<file path="config.mk">
export PLATFORM = sky130hd
export DESIGN_NAME = register_file
export DESIGN_NICKNAME = d
export VERILOG_FILES = /design/src/rtl/register_file_pkg.sv /design/src/rtl/register_file_cond_check.sv /design/src/rtl/register_file.sv
export SDC_FILE = /design/constraint.sdc
export NUM_CORES = 2
export LEC_CHECK = 0
export CAP_MARGIN = 30
export CORE_UTILIZATION = 50
export CTS_CLUSTER_SIZE = 12
export DETAILED_ROUTE_END_ITERATION = 8
export PLACE_DENSITY_LB_ADDON = 0.05
export SETUP_SLACK_MARGIN = 0.5
export SYNTH_ARGS = -nofsm -noshare
export SYNTH_HDL_FRONTEND = slang
export SYNTH_SLANG_ARGS = --single-unit
</file>
<file path="constraint.sdc">
create_clock -name clk -period 2.55 [get_ports clk]
set_input_delay 0.51 -clock clk [delete_from_list [all_inputs] [get_ports clk]]
set_output_delay 0.51 -clock clk [all_outputs]
set_load 0.01 [all_outputs]
</file>
<file path="src/rtl/register_file_pkg.sv">
// Shared constants for the register file and branch-condition logic.
// Condition encodings, flag bit positions and default widths.
package register_file_pkg;

  localparam int DEF_DATA_W = 32;
  localparam int DEF_ADDR_W = 5;

  localparam int FLAG_N = 3;
  localparam int FLAG_Z = 2;
  localparam int FLAG_C = 1;
  localparam int FLAG_V = 0;

  typedef enum logic [2:0] {
    COND_EQ  = 3'b000,
    COND_NE  = 3'b001,
    COND_AL  = 3'b010,
    COND_NV  = 3'b011,
    COND_LT  = 3'b100,
    COND_GE  = 3'b101,
    COND_LTU = 3'b110,
    COND_GEU = 3'b111
  } cond_e;

endpackage

</file>
<file path="src/rtl/register_file_cond_check.sv">
// Branch-condition evaluator: Cond x {N,Z,C,V} -> condition true.
// Pure combinational; shared with the branch unit.
module cond_check
  import register_file_pkg::*;
(
  input  logic [2:0] cond,
  input  logic [3:0] flags,
  output logic       cond_ex
);

  logic n;
  logic z;
  logic c;
  logic v;

  assign n = flags[FLAG_N];
  assign z = flags[FLAG_Z];
  assign c = flags[FLAG_C];
  assign v = flags[FLAG_V];

  always_comb begin
    cond_ex = 1'b0;
    unique case (cond_e'(cond))
      COND_EQ:  cond_ex = z;
      COND_NE:  cond_ex = !z;
      COND_AL:  cond_ex = 1'b1;
      COND_NV:  cond_ex = 1'b0;
      COND_LT:  cond_ex = n ^ v;
      COND_GE:  cond_ex = !(n ^ v);
      COND_LTU: cond_ex = !c;
      COND_GEU: cond_ex = c;
      default:  cond_ex = 1'b0;
    endcase
  end

endmodule

</file>
<file path="src/rtl/register_file.sv">
// Architectural register file (x0 = 0) plus registered NZCV flags.
// REGFILE_BYPASS_EN enables write-through forwarding of WD3/ALUFlags.
module register_file
  import register_file_pkg::*;
#(
  parameter int DATA_W = DEF_DATA_W,
  parameter int ADDR_W = DEF_ADDR_W
) (
  input  logic              clk,
  input  logic              rst,
  input  logic [ADDR_W-1:0] A1,
  input  logic [ADDR_W-1:0] A2,
  input  logic [ADDR_W-1:0] A3,
  input  logic [DATA_W-1:0] WD3,
  input  logic              RegWrite,
  input  logic              FlagWrite,
  input  logic [3:0]        ALUFlags,
  input  logic [2:0]        Cond,
  output logic [DATA_W-1:0] RD1,
  output logic [DATA_W-1:0] RD2,
  output logic [3:0]        Flags,
  output logic              CondEx
);

  localparam int NREGS = 2 ** ADDR_W;

  logic [DATA_W-1:0] regs [NREGS];
  logic [3:0]        flags_q;
  logic [3:0]        eval_flags;
  logic              wr_en;

  assign wr_en = RegWrite && (A3 != '0);

  always_ff @(posedge clk) begin
    if (rst) begin
      for (int i = 0; i < NREGS; i++) begin
        regs[i] <= '0;
      end
    end else if (wr_en) begin
      regs[A3] <= WD3;
    end
  end

  always_ff @(posedge clk) begin
    if (rst) begin
      flags_q <= 4'b0000;
    end else if (FlagWrite) begin
      flags_q <= ALUFlags;
    end
  end

  assign Flags = flags_q;

`ifdef REGFILE_BYPASS_EN
  always_comb begin
    RD1 = '0;
    unique case (1'b1)
      (A1 == '0):          RD1 = '0;
      (wr_en && A3 == A1): RD1 = WD3;
      default:             RD1 = regs[A1];
    endcase
  end

  always_comb begin
    RD2 = '0;
    unique case (1'b1)
      (A2 == '0):          RD2 = '0;
      (wr_en && A3 == A2): RD2 = WD3;
      default:             RD2 = regs[A2];
    endcase
  end

  assign eval_flags = FlagWrite ? ALUFlags : flags_q;
`else
  assign RD1 = (A1 == '0) ? '0 : regs[A1];
  assign RD2 = (A2 == '0) ? '0 : regs[A2];

  assign eval_flags = flags_q;
`endif

  cond_check u_cond_check (
    .cond    (Cond),
    .flags   (eval_flags),
    .cond_ex (CondEx)
  );

endmodule
</file>
==> flow_summary.ini <==
[setup_path]
crit_type = reg -> out
crit_fanout = 2
rr_endpoint = Flags[3]$_SDFFE_PP0P_
r2r_slack_ns = 1.88
worstSetupEndpointType = primary output
critical_path_required_ns = 2.04
worstPathArrival_ns = 2.61
critPathLaunchType = flop
reg2reg_from = Flags[3]$_SDFFE_PP0P_
rr_worst_depth = 2

[die]
rows = 121
dieWidth_um = 334
coreArea_mm2 = 0.109
initial_utilization_pct = 50.5
num_io_pins = 127
die_area_mm2 = 0.111
die_h_um = 334

[clock_network]
clock_path_buffers = 3
hold_buffers = 0
numCtsBuffers = 116
cts_root_buf = clkbuf_16
htree_num_levels = 3
cts_tree = done
clkLatencyLatePin_ns = 0.73
clk_pin_slew_ns = 0.06
clock-sinks = 1028

[global_routing]
grt.met2_usage_pct = 55.0
grt_util_met3_pct = 9.56
grt_pass1_wl_um = 281000
grt_use_total_pct = 36.1
grt-ovfl-total = 0
use_met1_pct = 50.7
antenna_found_initial = 11
grt-busiest-layer = met2
grt_max_degree = 47
grt_pass1_vias = 37726

[yosys]
synth_area_leaders = edfxtp_1, mux4_2, and2_1
synthCells = 3636
yosysUniqueCellTypes = 43
synth_edf_count = 1024
seq_area_frac_synth_pct = 56.0
synthArstFlopShare_pct = 0
synth_top_area_cell = edfxtp_1
synth.top_cell.area_share_pct = 55.9
ys_warn_count = 0
synth_ff_type = edfxtp_1
yosysMostFrequentCell = edfxtp_1
syn_avg_cell_area_um2 = 15.1
synth_area_mm2 = 0.0550
synthTopCellsByCount = edfxtp_1, and2_1, mux4_2
ys_ff_latch = 1028

[routing]
drt-total-wl_um = 200000
viasPerCell = 6.61
dr_total_vias = 37447
drt-initial-drc-count = 5091
firstDrtPassIters = 7
drc = 0
post_drt_wl_per_cell_um = 35.3
ant_nets = 0

[sta]
period_needed_ns = 3.12
hold_ws_ns = 0.300
period_share_pct = 122
max_freq_mhz = 321
slew_viol_final = 0
worst_pin_slew_ns = 0.862
finalWorstSetupSlack_ns = -0.568
finClkSkew_ns = 0
setup_viol = 64
finalHoldViolations = 0
rsz0062_at_grt = true
slew_headroom_pct = 42.6

[run]
cap_violations = 0

[layout]
fin_cells = 5666
nNetsFinal = 4210
synthToLayoutAreaGrowth_pct = 25.8
final_core_util_pct = 63.5
drive_gt1_share_pct = 41.0

[place]
gp_congestion = 0.950
port_buffers = 126
placed_cells = 5405
dp_slack_ns = -1.26
dp_hpwl_um = 135000

[power]
ir_worst_vdd_mv = 0.552
p_per_area_mw_per_mm2 = 626
power_leakage_nw = 24.8
total_power_mw = 43.4

[worst_hold_path]
hold_end = Flags[0]$_SDFFE_PP0P_
hp-class = in -> reg
hp-start = rst
holdPathStages = 3

[run_status]
status = finished with violations
failed_checks = setup timing
-- worst max path at each step --
stage / from / end / slack, ns / cells after the start
after floorplan: A2[1] / RD2[28] / 0.27 / 6
after global placement: A2[1] / RD2[2] / -1.24 / 9
after detailed placement: A2[1] / RD2[2] / -1.26 / 9
after CTS: regs[15][14]$_SDFFCE_PN0P_ / RD1[14] / -0.60 / 6
after global routing: regs[14][31]$_SDFFCE_PN0P_ / RD1[31] / -0.61 / 6
final: regs[15][14]$_SDFFCE_PN0P_ / RD2[14] / -0.57 / 7
-- cells by family (layout without fill, tap and decap cells) --
kind of cell	count (synthesis)	in the layout	share of synthesized area [%]
AND/OR/NAND/NOR	1189	1190	13.3
flip-flops	1028	1028	56.0
multiplexers	644	644	22.1
buffers and inverters	403	984	3.76
AO/OA/AOI/OAI	369	369	4.81
XOR/XNOR	2	2	0.0319
other	1	35	0.00682
-- per-layer routing --
metal,share of wire [%],vias up
li1,-,15091
met4,3.3,2
met3,12,397
met1,39,19587
met5,0.0065,-
met2,46,2370
-- cell type report --
type                       instances  area, µm²
fill                            7891      39800
multi-input combinational       2237      24600
tap                             1414       1770
sequential                      1028      30800
timing repair buffer             767       8260
antenna                            3       7.51
inverter                           2       13.8
clock inverter                    70        641
clock buffer                     145       3030
-- worst max-delay path, stage by stage (launching register included) --
cell      delay, ns
edfxtp_1       0.41
buf_4          0.15
mux4_2         0.47
mux2_4         0.29
o21ai_2        0.14
buf_6          0.16
a311oi_4       0.06
buf_2          0.22
-- what timing repair did --
item / 4_1_cts / 5_1_grt
pin swaps: 68 / 45
resized for setup: 539 / 79
buffers inserted: 20 / 17
endpoints found under the setup margin: 69 / 65
gates cloned: 5 / 1
-- cell usage in the layout, fill, tap and decap left out, drive strengths merged, types with 32 or more instances in the layout --
master	instances
a211oi	64
nand2	35
edfxtp	1024
clkbuf	146
a311oi	64
clkinv	55
conb	32
o21ai	112
mux2i	132
a221oi	47
mux2	64
mux4	448
and2	994
a22oi	64
nor2	43
clkdlybuf4s50	46
nor2b	67
or2	33
buf	715
-- through the flow --
stage	cell area, µm²	TNS [ns]
finish	69200	-24.02
global route	69200	-27.21
CTS	68600	-24.94
detailed placement	63600	-77.52
global placement	63600	-74.78
floorplan	56400	0
-- state kept, by name, indices dropped and copies added (netlist names) --
name   cells
regs    1024
Flags      4
-- power breakdown --
group | internal (mW) | total, mW | leakage, nW | switching, mW
combinational | 3.23 | 6.81 | 13.2 | 3.58
sequential | 19.5 | 20.0 | 9.78 | 0.510
clock | 9.42 | 16.5 | 1.79 | 7.11
total | 32.2 | 43.4 | 24.8 | 11.2
(Power assumes the default switching activity.)
